`src/rtl/cgra_exec_sequencer_if.sv`:
```
// Command, launch, completion and counter signals between the CGRA
// control plane (master) and the execution sequencer (slave).
interface cgra_exec_sequencer_if #(
   parameter int N_IN   = 4,
   parameter int N_OUT  = 4,
   parameter int CNT_W  = 32,
   parameter int ITER_W = 16
);
   logic              load_configuration_i;
   logic              start_execution_i;
   logic              abort_i;
   logic [N_IN-1:0]   in_mask_i;
   logic [N_OUT-1:0]  out_mask_i;
   logic [ITER_W-1:0] iterations_i;
   logic              data_config_done_i;
   logic [N_OUT-1:0]  data_output_done_i;
   logic              data_read_stall_i;
   logic              data_write_stall_i;
   logic              execute_config_o;
   logic [N_IN-1:0]   execute_input_o;
   logic [N_OUT-1:0]  execute_output_o;
   logic              busy_o;
   logic              done_o;
   logic              abort_o;
   logic [ITER_W-1:0] iter_count_o;
   logic [CNT_W-1:0]  cycle_count_config_o;
   logic [CNT_W-1:0]  cycle_count_exec_o;
   logic [CNT_W-1:0]  cycle_count_stall_o;

   modport master (
      output load_configuration_i, start_execution_i, abort_i,
      output in_mask_i, out_mask_i, iterations_i,
      output data_config_done_i, data_output_done_i,
      output data_read_stall_i, data_write_stall_i,
      input  execute_config_o, execute_input_o, execute_output_o,
      input  busy_o, done_o, abort_o, iter_count_o,
      input  cycle_count_config_o, cycle_count_exec_o,
      input  cycle_count_stall_o
   );

   modport slave (
      input  load_configuration_i, start_execution_i, abort_i,
      input  in_mask_i, out_mask_i, iterations_i,
      input  data_config_done_i, data_output_done_i,
      input  data_read_stall_i, data_write_stall_i,
      output execute_config_o, execute_input_o, execute_output_o,
      output busy_o, done_o, abort_o, iter_count_o,
      output cycle_count_config_o, cycle_count_exec_o,
      output cycle_count_stall_o
   );
endinterface

```
`src/rtl/cgra_exec_sequencer.sv`:
```
// CGRA execution sequencer: launches config/exec streamers, tracks
// per-channel completion, repeats iterations, keeps saturating counters.
module cgra_exec_sequencer #(
   parameter int N_IN   = 4,
   parameter int N_OUT  = 4,
   parameter int CNT_W  = 32,
   parameter int ITER_W = 16
) (
   input logic                  clk_i,
   input logic                  rst_i,
   cgra_exec_sequencer_if.slave bus
);
   typedef enum logic [1:0] {IDLE, CONFIG, EXEC, FINISH} state_e;

   state_e            state_q, state_d;
   logic              chain_q, chain_d;
   logic [N_IN-1:0]   in_mask_q, in_mask_d;
   logic [N_IN-1:0]   in_pulse_q, in_pulse_d;
   logic [N_OUT-1:0]  out_mask_q, out_mask_d;
   logic [N_OUT-1:0]  out_pulse_q, out_pulse_d;
   logic [N_OUT-1:0]  seen_q, seen_d;
   logic [ITER_W-1:0] tgt_q, tgt_d;
   logic [ITER_W-1:0] iter_q, iter_d;
   logic              cfg_pulse_q, cfg_pulse_d;
   logic              abort_q, abort_d;
   logic [CNT_W-1:0]  cnt_cfg_q, cnt_cfg_d;
   logic [CNT_W-1:0]  cnt_exe_q, cnt_exe_d;
   logic [CNT_W-1:0]  cnt_stl_q, cnt_stl_d;
   logic              clr, launch, complete;
   logic [N_OUT-1:0]  done_m;

   assign done_m   = (seen_q | bus.data_output_done_i) & out_mask_q;
   assign complete = (done_m == out_mask_q);

   always_comb begin
      state_d     = state_q;
      chain_d     = chain_q;
      in_mask_d   = in_mask_q;
      out_mask_d  = out_mask_q;
      tgt_d       = tgt_q;
      iter_d      = iter_q;
      seen_d      = seen_q;
      cfg_pulse_d = 1'b0;
      in_pulse_d  = '0;
      out_pulse_d = '0;
      abort_d     = 1'b0;
      clr         = 1'b0;
      launch      = 1'b0;
      unique case (state_q)
         IDLE: begin
            if (bus.load_configuration_i || bus.start_execution_i) begin
               clr        = 1'b1;
               iter_d     = '0;
               in_mask_d  = bus.in_mask_i;
               out_mask_d = bus.out_mask_i;
               tgt_d      = (bus.iterations_i == '0) ? ITER_W'(1)
                                                     : bus.iterations_i;
            end
            if (bus.load_configuration_i) begin
               state_d     = CONFIG;
               cfg_pulse_d = 1'b1;
               chain_d     = bus.start_execution_i;
            end else if (bus.start_execution_i) begin
               state_d = EXEC;
               launch  = 1'b1;
            end
         end
         CONFIG: begin
            if (bus.abort_i) begin
               state_d = IDLE;
               abort_d = 1'b1;
            end else if (bus.data_config_done_i) begin
               state_d = chain_q ? EXEC : FINISH;
               launch  = chain_q;
            end
         end
         EXEC: begin
            if (bus.abort_i) begin
               state_d = IDLE;
               abort_d = 1'b1;
            end else begin
               seen_d = done_m;
               if (complete) begin
                  iter_d = iter_q + ITER_W'(1);
                  if (iter_d < tgt_q) launch = 1'b1;
                  else state_d = FINISH;
               end
            end
         end
         FINISH: begin
            state_d = IDLE;
            abort_d = bus.abort_i;
         end
      endcase
      // Launches always use the mask that will be held for this command.
      if (launch) begin
         in_pulse_d  = in_mask_d;
         out_pulse_d = out_mask_d;
         seen_d      = '0;
      end
   end

   always_comb begin
      cnt_cfg_d = cnt_cfg_q;
      cnt_exe_d = cnt_exe_q;
      cnt_stl_d = cnt_stl_q;
      if (clr) begin
         cnt_cfg_d = '0;
         cnt_exe_d = '0;
         cnt_stl_d = '0;
      end else begin
         if (state_q == CONFIG && !(&cnt_cfg_q))
            cnt_cfg_d = cnt_cfg_q + CNT_W'(1);
         if (state_q == EXEC && !(&cnt_exe_q))
            cnt_exe_d = cnt_exe_q + CNT_W'(1);
         if (state_q == EXEC && !(&cnt_stl_q) &&
             (bus.data_read_stall_i || bus.data_write_stall_i))
            cnt_stl_d = cnt_stl_q + CNT_W'(1);
      end
   end

   always_ff @(posedge clk_i or posedge rst_i) begin
      if (rst_i) begin
         state_q     <= IDLE;
         chain_q     <= 1'b0;
         in_mask_q   <= '0;
         out_mask_q  <= '0;
         in_pulse_q  <= '0;
         out_pulse_q <= '0;
         seen_q      <= '0;
         tgt_q       <= '0;
         iter_q      <= '0;
         cfg_pulse_q <= 1'b0;
         abort_q     <= 1'b0;
         cnt_cfg_q   <= '0;
         cnt_exe_q   <= '0;
         cnt_stl_q   <= '0;
      end else begin
         state_q     <= state_d;
         chain_q     <= chain_d;
         in_mask_q   <= in_mask_d;
         out_mask_q  <= out_mask_d;
         in_pulse_q  <= in_pulse_d;
         out_pulse_q <= out_pulse_d;
         seen_q      <= seen_d;
         tgt_q       <= tgt_d;
         iter_q      <= iter_d;
         cfg_pulse_q <= cfg_pulse_d;
         abort_q     <= abort_d;
         cnt_cfg_q   <= cnt_cfg_d;
         cnt_exe_q   <= cnt_exe_d;
         cnt_stl_q   <= cnt_stl_d;
      end
   end

   assign bus.execute_config_o     = cfg_pulse_q;
   assign bus.execute_input_o      = in_pulse_q;
   assign bus.execute_output_o     = out_pulse_q;
   assign bus.busy_o               = (state_q != IDLE);
   assign bus.done_o               = (state_q == FINISH);
   assign bus.abort_o              = abort_q;
   assign bus.iter_count_o         = iter_q;
   assign bus.cycle_count_config_o = cnt_cfg_q;
   assign bus.cycle_count_exec_o   = cnt_exe_q;
   assign bus.cycle_count_stall_o  = cnt_stl_q;
endmodule

```
`src/flat_wrapper.sv`:
```
// flat-port wrapper written by rule: the top's interface ports become plain ports
module cgra_exec_sequencer_flat 
#(
   parameter int N_IN   = 4,
   parameter int N_OUT  = 4,
   parameter int CNT_W  = 32,
   parameter int ITER_W = 16
)
  (clk_i, rst_i, bus_load_configuration_i, bus_start_execution_i, bus_abort_i, bus_in_mask_i, bus_out_mask_i, bus_iterations_i, bus_data_config_done_i, bus_data_output_done_i, bus_data_read_stall_i, bus_data_write_stall_i, bus_execute_config_o, bus_execute_input_o, bus_execute_output_o, bus_busy_o, bus_done_o, bus_abort_o, bus_iter_count_o, bus_cycle_count_config_o, bus_cycle_count_exec_o, bus_cycle_count_stall_o);
  cgra_exec_sequencer_if #(.N_IN(N_IN), .N_OUT(N_OUT), .CNT_W(CNT_W), .ITER_W(ITER_W)) bus_i ();
  input logic clk_i;
  input logic rst_i;
  input wire logic [$bits(bus_i.load_configuration_i)-1:0] bus_load_configuration_i;
  input wire logic [$bits(bus_i.start_execution_i)-1:0] bus_start_execution_i;
  input wire logic [$bits(bus_i.abort_i)-1:0] bus_abort_i;
  input wire logic [$bits(bus_i.in_mask_i)-1:0] bus_in_mask_i;
  input wire logic [$bits(bus_i.out_mask_i)-1:0] bus_out_mask_i;
  input wire logic [$bits(bus_i.iterations_i)-1:0] bus_iterations_i;
  input wire logic [$bits(bus_i.data_config_done_i)-1:0] bus_data_config_done_i;
  input wire logic [$bits(bus_i.data_output_done_i)-1:0] bus_data_output_done_i;
  input wire logic [$bits(bus_i.data_read_stall_i)-1:0] bus_data_read_stall_i;
  input wire logic [$bits(bus_i.data_write_stall_i)-1:0] bus_data_write_stall_i;
  output wire logic [$bits(bus_i.execute_config_o)-1:0] bus_execute_config_o;
  output wire logic [$bits(bus_i.execute_input_o)-1:0] bus_execute_input_o;
  output wire logic [$bits(bus_i.execute_output_o)-1:0] bus_execute_output_o;
  output wire logic [$bits(bus_i.busy_o)-1:0] bus_busy_o;
  output wire logic [$bits(bus_i.done_o)-1:0] bus_done_o;
  output wire logic [$bits(bus_i.abort_o)-1:0] bus_abort_o;
  output wire logic [$bits(bus_i.iter_count_o)-1:0] bus_iter_count_o;
  output wire logic [$bits(bus_i.cycle_count_config_o)-1:0] bus_cycle_count_config_o;
  output wire logic [$bits(bus_i.cycle_count_exec_o)-1:0] bus_cycle_count_exec_o;
  output wire logic [$bits(bus_i.cycle_count_stall_o)-1:0] bus_cycle_count_stall_o;
  assign bus_i.load_configuration_i = bus_load_configuration_i;
  assign bus_i.start_execution_i = bus_start_execution_i;
  assign bus_i.abort_i = bus_abort_i;
  assign bus_i.in_mask_i = bus_in_mask_i;
  assign bus_i.out_mask_i = bus_out_mask_i;
  assign bus_i.iterations_i = bus_iterations_i;
  assign bus_i.data_config_done_i = bus_data_config_done_i;
  assign bus_i.data_output_done_i = bus_data_output_done_i;
  assign bus_i.data_read_stall_i = bus_data_read_stall_i;
  assign bus_i.data_write_stall_i = bus_data_write_stall_i;
  assign bus_execute_config_o = bus_i.execute_config_o;
  assign bus_execute_input_o = bus_i.execute_input_o;
  assign bus_execute_output_o = bus_i.execute_output_o;
  assign bus_busy_o = bus_i.busy_o;
  assign bus_done_o = bus_i.done_o;
  assign bus_abort_o = bus_i.abort_o;
  assign bus_iter_count_o = bus_i.iter_count_o;
  assign bus_cycle_count_config_o = bus_i.cycle_count_config_o;
  assign bus_cycle_count_exec_o = bus_i.cycle_count_exec_o;
  assign bus_cycle_count_stall_o = bus_i.cycle_count_stall_o;
  cgra_exec_sequencer #(.N_IN(N_IN), .N_OUT(N_OUT), .CNT_W(CNT_W), .ITER_W(ITER_W)) u_core (.clk_i(clk_i), .rst_i(rst_i), .bus(bus_i));
endmodule
```
`config.mk`:
```
export PLATFORM = sky130hd
export DESIGN_NAME = cgra_exec_sequencer_flat
export DESIGN_NICKNAME = d
export VERILOG_FILES = /design/src/rtl/cgra_exec_sequencer_if.sv /design/src/rtl/cgra_exec_sequencer.sv /design/src/flat_wrapper.sv
export SDC_FILE = /design/constraint.sdc
export NUM_CORES = 1
export LEC_CHECK = 0
export BUFFER_PORTS_ARGS = -buffer_cell sky130_fd_sc_hd__buf_2
export CORE_ASPECT_RATIO = 0.7
export CORE_UTILIZATION = 60
export DETAILED_ROUTE_END_ITERATION = 12
export PLACE_DENSITY = 0.85
export SLEW_MARGIN = 20
export SYNTH_ARGS = -nofsm -noshare
export SYNTH_HDL_FRONTEND = slang
export SYNTH_SLANG_ARGS = --single-unit
```
`constraint.sdc`:
```
create_clock -name clk_i -period 7.75 [get_ports clk_i]
set_clock_uncertainty 0.2 [all_clocks]
set_input_delay 0.3875 -clock clk_i [delete_from_list [all_inputs] [get_ports clk_i]]
set_output_delay 0.3875 -clock clk_i [all_outputs]
set_load 0.05 [all_outputs]
```
==> flow_summary.ini, run 1 <==
[clock_tree]
clock-root-buffer = clkbuf_16
cts_resized = 0
clkLatencyLatePin_ns = 0.42
cts_buffers = 17
htree_num_levels = 4
clk_pin_slew_worst_paths_ns = 0.06
cts_sinks = 153
cts_buffer_depth = 2
cts_tree = done
postCtsSetupBuffers = 0

[global_route]
gr-usage-all-layers_pct = 31.7
antenna_found_initial = 1
grt_max_degree = 81
grt_first_pass_wirelength_mm = 36.7
overflow = 0
grt_pass1_vias = 7215

[routing]
dr.pass1.iters = 9
vias = 8248
drt_iter0_markers = 552
drc = 1
vias_per_cell = 6.31
drt_wl_total_mm = 22.4
wl_per_cell_um = 17.2
ant_nets = 0

[synthesis]
ys_warn_count = 0
synthFlopType = dfrtp_1
synth_cell_types = 62
synth-edff-count = 0
synth_area_um2 = 8530
yosysSeqAreaShare_pct = 44.9
synth.avg_cell_area_um2 = 8.97
netlist.area_leader.share_pct = 44.9
synth_nets = 1006
synth_seq_cells = 153
yosysTopAreaCell = dfrtp_1
async_flop_share_pct = 100
synthCells = 951
yosys-top-cells-area = dfrtp_1 45%, nand2_1 5.0%, a21oi_1 4.8%, o21ai_0 4.0%, o31ai_1 3.2%

[floorplanning]
die_width_um = 145
die_area_um2 = 14700
ios = 160
fp.dieH_um = 102
start_util_pct = 61.5
core_area_um2 = 13900
rows = 36

[power]
max-vdd-ir-drop_uv = 185
p_leak_nw = 4.65
p_per_area_nw_per_um2 = 249

[status]
outcome = finished, violations left
failed_checks = DRC

[timing]
final_hold_viol_count = 0
setup_viol = 0
maxSlewViolCount = 0
slew_headroom_pct = 37.2
min_period_ns = 3.58
period_share_pct = 46.2
rsz0062_at_grt = false
clock.fmax_mhz = 279
fin_worst_hold_slack_ns = 0.0129
finalSetupTns_ns = 0
worst_slew_pin_slew_ns = 0.942

[setup_path]
cp-startpoint = u_core.bus.iter_count_o[2]
path_class = flop to flop
timing.critical_path.cells = and4_1 > and3_1 > nand4_1 > xnor2_1 > ha_1 > nand4_1 > a311oi_1 > a31oi_1 > a31oi_2 > nor3b_1
path_buf_inv = 0
crit_family = simple AND/OR/NAND/NOR gates
cp_data_required_time_ns = 7.87
worstPathMaxFanout = 12
max_stage_delay_ns = 0.55
cp_slowest_cell = a31oi_2
crit_path_start_kind = flop
arrival_ns = 3.70
worstSetupEndpointType = flop
r2r_start = u_core.bus.iter_count_o[2]
cpMostUsedCell = nand4_1

[worst_hold_path]
hold_start = bus_iterations_i[1]
hold_class = input pin to flop

[layout]
drive_gt1_share_pct = 19.7
n_antenna_cell = 0
area_growth_pct = 19.7
final_nets = 1160

[run]
drv_cap = 0

[placed_design]
port_buffers = 159
gp_congestion = 0.909
place_hpwl_mm = 14.7
==> routing by layer <==
metal / vias up / routed length, um / global-route usage, %
li1: 3900 / - / -
met1: 3926 / 10100 / 46.7
met2: 385 / 10000 / 48.0
met3: 35 / 2010 / 6.57
met4: 2 / 313 / 7.45
met5: - / 12 / 0
==> cell usage in the layout, fill, tap and decap left out, types with 4 or more instances in the layout <==
| cell type | synthesis | routed |
|---|---|---|
| nor3b_1 | 5 | 5 |
| nand4_1 | 38 | 38 |
| buf_4 | 4 | 7 |
| o41ai_1 | 4 | 4 |
| a211o_1 | 5 | 5 |
| nor2_1 | 45 | 45 |
| xnor2_1 | 11 | 11 |
| inv_1 | 26 | 25 |
| buf_2 | 8 | 159 |
| and4_1 | 15 | 14 |
| nor3_1 | 20 | 19 |
| or4_1 | 34 | 34 |
| nand3_1 | 51 | 51 |
| a21oi_1 | 82 | 82 |
| dfrtp_1 | 153 | 153 |
| dlygate4sd3_1 | 0 | 16 |
| clkbuf_16 | 0 | 17 |
| nor4_1 | 12 | 11 |
| xor2_1 | 4 | 4 |
| o21ai_0 | 69 | 69 |
| mux2i_1 | 12 | 12 |
| nand2_1 | 113 | 113 |
| and3_1 | 20 | 20 |
| nand2b_1 | 9 | 9 |
| o211ai_1 | 14 | 14 |
| and2_1 | 11 | 11 |
| a31oi_1 | 6 | 5 |
| or3_1 | 35 | 35 |
| o31ai_1 | 36 | 36 |
| clkinvlp_4 | 0 | 4 |
| ha_1 | 19 | 19 |
==> flip-flops by register name, indices dropped and copies added (netlist names), 4 cells and up <==
| register | cells |
|---|---|
| u_core.bus.iter_count_o | 16 |
| u_core.in_mask_q | 4 |
| u_core.bus.cycle_count_stall_o | 32 |
| u_core.tgt_q | 16 |
| u_core.bus.cycle_count_exec_o | 32 |
| u_core.bus.cycle_count_config_o | 32 |
| u_core.bus.execute_output_o | 4 |
| u_core.bus.execute_input_o | 4 |
| u_core.seen_q | 4 |
| u_core.out_mask_q | 4 |
==> synthesized netlist by cell type (9+ instances only) <==
library cell / n
and2_1: 11
xnor2_1: 11
ha_1: 19
clkbuf_1: 30
o31ai_1: 36
nand2_1: 113
nand4_1: 38
mux2i_1: 12
nor2_1: 45
nand2b_1: 9
or3_1: 35
nor3_1: 20
nor4_1: 12
dfrtp_1: 153
and3_1: 20
nand3_1: 51
and4_1: 15
or4_1: 34
o211ai_1: 14
a21oi_1: 82
o21ai_0: 69
inv_1: 26
==> final cells by class <==
cell class              instances  area [um^2]
repair buffers                183         1030
inverters                      27          106
fillers                      1050         3660
flip-flops and latches        153         3830
clock buffers                  22          464
clock inverters                10          118
well taps                     190          238
multi-input cells             723         4430
==> timing repair <==
item,4_1_cts,5_1_grt
hold buffers,16,0
endpoints found under the hold margin,88,0
setup endpoints to repair,0,0
==> final timing paths <==
path,to,slack (ns),cells past startpoint
max in group asynchronous,u_core.out_mask_q[2],5.69,5
min in group asynchronous,u_core.bus.cycle_count_stall_o[11],0.47,3
max reg2reg,u_core.seen_q[0],4.17,10
min reg2reg,u_core.in_mask_q[2],0.28,2
max,u_core.seen_q[0],4.17,10
min,u_core.tgt_q[1],0.01,3
==> per-stage QoR <==
stage | util [%] | cells | worst slack (ns) | area [um^2] | power, W
after CTS | 73.3 | 1307 | 3.93 | 10200 | 0.00254
final | 73.6 | 1308 | 4.17 | 10200 | 0.00254
after global routing | 73.6 | 1308 | 3.94 | 10200 | 0.00267
after detailed placement | 68.0 | 1259 | 3.98 | 9430 | 0.00170
after global placement | 68.0 | 1259 | 4.11 | 9430 | 0.00168
after floorplan | - | 951 | 3.04 | 8530 | 0.00149
==> power breakdown <==
| part | internal, W | total [W] | switching, W |
|---|---|---|---|
| Sequential | 0.000904 | 0.000997 | 0.0000928 |
| Combinational | 0.000189 | 0.000720 | 0.000531 |
| Clock | 0.000493 | 0.000825 | 0.000332 |
==> tightest hold or removal path: stages <==
cell and delay, ns:
buf_2 0.09, nand2_1 0.05, o21ai_0 0.06
==> logic make-up (layout without fill, tap and decap cells) <==
family / after synthesis / in the layout / share of synthesized area, %
xor+xnor: 15 / 15 / 1.54
fa+ha+maj: 19 / 19 / 2.79
mux: 14 / 14 / 1.67
compound gates: 241 / 241 / 17.3
simple gates: 434 / 434 / 28.2
flops: 153 / 153 / 44.9
buf+inv: 75 / 242 / 3.68
No activity file was read; power rests on OpenSTA's default activity.
==> run 2, diff against run 1 <==
--- a/config.mk
+++ b/config.mk
@@ -5,11 +5,12 @@
 export SDC_FILE = /design/constraint.sdc
 export NUM_CORES = 1
 export LEC_CHECK = 0
+export ABC_AREA = 1
 export BUFFER_PORTS_ARGS = -buffer_cell sky130_fd_sc_hd__buf_2
 export CORE_ASPECT_RATIO = 0.7
-export CORE_UTILIZATION = 60
+export CORE_UTILIZATION = 58
 export DETAILED_ROUTE_END_ITERATION = 12
-export PLACE_DENSITY = 0.85
+export PLACE_DENSITY = 0.82
 export SLEW_MARGIN = 20
 export SYNTH_ARGS = -nofsm -noshare
 export SYNTH_HDL_FRONTEND = slang
==> constraint.sdc (replaced) <==
create_clock -name clk_i -period 3.34 [get_ports clk_i]
set_clock_uncertainty 0.2 [all_clocks]
set_input_delay 0.167 -clock clk_i [delete_from_list [all_inputs] [get_ports clk_i]]
set_output_delay 0.167 -clock clk_i [all_outputs]
set_load 0.05 [all_outputs]
==> flow_summary.ini, run 2 <==
[status]
outcome = completed

[setup_path]
reg2reg_slack_ns = 0.23
path_class = flop to flop
worstSetupEndpointType = flop
timing.critical_path.cells = ha_1 > nand2_1 > nor2_1 > nand2_1 > nor2_1 > nand2_1 > xnor2_1 > ha_1 > nand2_1 > inv_1 > o21ai_0 > nand3_1 > nor2_1 > nand3_2 > nand2_1 > nor2_1
crit_family = simple AND/OR/NAND/NOR gates
cp_data_required_time_ns = 3.44
crit_path_start_kind = flop
max_stage_delay_ns = 0.44
arrival_ns = 3.21
path_buf_inv = 1
cpMostUsedCell = nand2_1
cp_slowest_cell = dfrtp_1
worstPathMaxFanout = 9

[routing]
wl_per_cell_um = 15.0
vias = 10100
drt_wl_total_mm = 27.9
dr.pass1.iters = 8
vias_per_cell = 5.46
drt_iter0_markers = 1041
drc = 0
ant_nets = 0

[clock_tree]
clock-root-buffer = clkbuf_16
clkLatencyLatePin_ns = 0.43
postCtsSetupBuffers = 0
htree_num_levels = 4
cts_sinks = 153
cts_buffer_depth = 2
cts_buffers = 17
cts_tree = done
clk_pin_slew_worst_paths_ns = 0.07

[global_route]
grt_max_degree = 154
antenna_found_initial = 1
gr-usage-all-layers_pct = 33.3
overflow = 0
grt_pass1_vias = 9373
grt_first_pass_wirelength_mm = 46.2

[floorplanning]
fp.dieH_um = 110
core_area_um2 = 16400
die_area_um2 = 17300
start_util_pct = 59.4
ios = 160
die_width_um = 157
rows = 39

[placed_design]
gp_congestion = 0.941
port_buffers = 159
place_hpwl_mm = 19.2

[timing]
clock.fmax_mhz = 322
worst_slew_pin_slew_ns = 0.836
min_period_ns = 3.11
slew_headroom_pct = 44.2
setup_viol = 0
maxSlewViolCount = 0
final_hold_viol_count = 0
period_share_pct = 93.1
finalSetupTns_ns = 0
rsz0062_at_grt = false

[worst_hold_path]
hold_class = input pin to flop

[synthesis]
yosys-top-cells-area = dfrtp_1 39%, nand2_1 21%, nor2_1 8.5%, nand3_1 5.4%, inv_1 4.6%
async_flop_share_pct = 100
yosysSeqAreaShare_pct = 39.3
synth.avg_cell_area_um2 = 6.78
netlist.area_leader.share_pct = 39.3
synth_cell_types = 39
synth_compound_area_share_pct = 4.49
ys_top_cells_by_count = 547 x nand2_1, 222 x nor2_1, 153 x dfrtp_1
synth-edff-count = 0
synth_nets = 1492
synth_top_family_by_area = simple AND/OR/NAND/NOR gates
synth_seq_cells = 153
synth-adder-area-share_pct = 2.44
yosysTopAreaCell = dfrtp_1
synth_xor_area_share_pct = 4.76
synthSimpleGateAreaFrac_pct = 41.6
synthMuxAreaShare_pct = 0
synthCells = 1437
yosys.cell_count.top_type = nand2_1
synth_area_um2 = 9750
synthFlopType = dfrtp_1
ys_warn_count = 0

[run]
drv_cap = 0

[power]
max-vdd-ir-drop_uv = 527
p_per_area_nw_per_um2 = 600
p_leak_nw = 5.99

[layout]
final_cell_mix = 547 x nand2_1, 222 x nor2_1, 159 x buf_2, 153 x dfrtp_1, 119 x inv_1
final_nets = 1675
final_common_cell = nand2_1
fill_cells = 1385
drive_gt1_share_pct = 15.1
final_util_pct = 71.3
area_growth_pct = 19.9
==> run 2: changes by cell type in the layout (fill, tap and decap cells not counted), sizes merged, moves of 34 or more <==
cell   change
or4       -34
nand3     +56
o31ai     -36
a21oi     -62
inv       +99
nor2     +188
or3       -35
nand2    +446
==> run 2: timing repair <==
item / CTS / global route
hold endpoints to repair: 194 / 0
hold buffers: 32 / 0
resized for setup: 0 / 0
==> run 2: worst paths after layout <==
check                                                      to                         from  cells past startpoint
min                                          u_core.seen_q[0]    bus_data_output_done_i[0]                      7
max in group asynchronous  u_core.bus.cycle_count_stall_o[11]                        rst_i                      4
min in group asynchronous   u_core.bus.cycle_count_exec_o[28]                        rst_i                      4
min reg2reg                       u_core.bus.iter_count_o[15]  u_core.bus.iter_count_o[15]                      2
max reg2reg                                  u_core.seen_q[0]   u_core.bus.iter_count_o[0]                     16
max                                          u_core.seen_q[0]   u_core.bus.iter_count_o[0]                     16
==> run 2: metrics by stage <==
stage	worst slack [ns]	hold slack [ns]	total power, W	cells	cell area (um^2)
2_1_floorplan	0.386	0.0880	0.00423	1437	9750
3_3_place_gp	0.529	0.195	0.00464	1794	10700
3_5_place_dp	0.348	0.202	0.00470	1794	10700
4_1_cts	0.336	0.0117	0.00700	1858	11700
5_1_grt	0.0376	0.0717	0.00737	1859	11700
6_report	0.230	0.0327	0.00702	1859	11700
==> run 2: cell families (layout without fill, tap and decap cells) <==
logic type	Yosys count	after routing
other	0	1
buffers and inverters	165	361
AOI/OAI and AO/OA	81	81
DFF	153	153
xor gates and xnor gates	53	53
adders and majority gates	19	19
and+or+nand+nor	966	966
==> run 2: layer usage <==
| layer | GRT usage, % | part of all wire, % | up-vias |
|---|---|---|---|
| met4 | 9.87 | 1.6 | 0 |
| li1 | - | - | 4892 |
| met1 | 48.4 | 46 | 4736 |
| met3 | 5.65 | 8.0 | 38 |
| met5 | 0 | 0 | - |
| met2 | 50.8 | 45 | 478 |
==> run 2: final cells by class <==
cell class	instances	area, um^2	share of cell area, %
clock inverters	14	243	2.08
repair buffers	200	1210	10.3
well taps	225	282	2.41
inverters	129	494	4.23
flip-flops and latches	153	3830	32.8
clock buffers	18	439	3.76
multi-input cells	1119	5190	44.4
diodes	1	2.50	0.0214
==> run 2: worst reg2reg max path, delay by kind of cell, from the launching register on <==
kind            cells  cell delay (ns)
xor+xnor            1             0.20
simple gates       11             1.52
compound gates      1             0.07
fa+ha+maj           2             0.50
flops               1             0.44
buf+inv             1             0.05
==> run 2: where the power goes <==
part | switching, W | total [W] | internal, W
clock | 0.000819 | 0.00225 | 0.00143
combinational | 0.00186 | 0.00242 | 0.000563
sequential | 0.000209 | 0.00235 | 0.00214
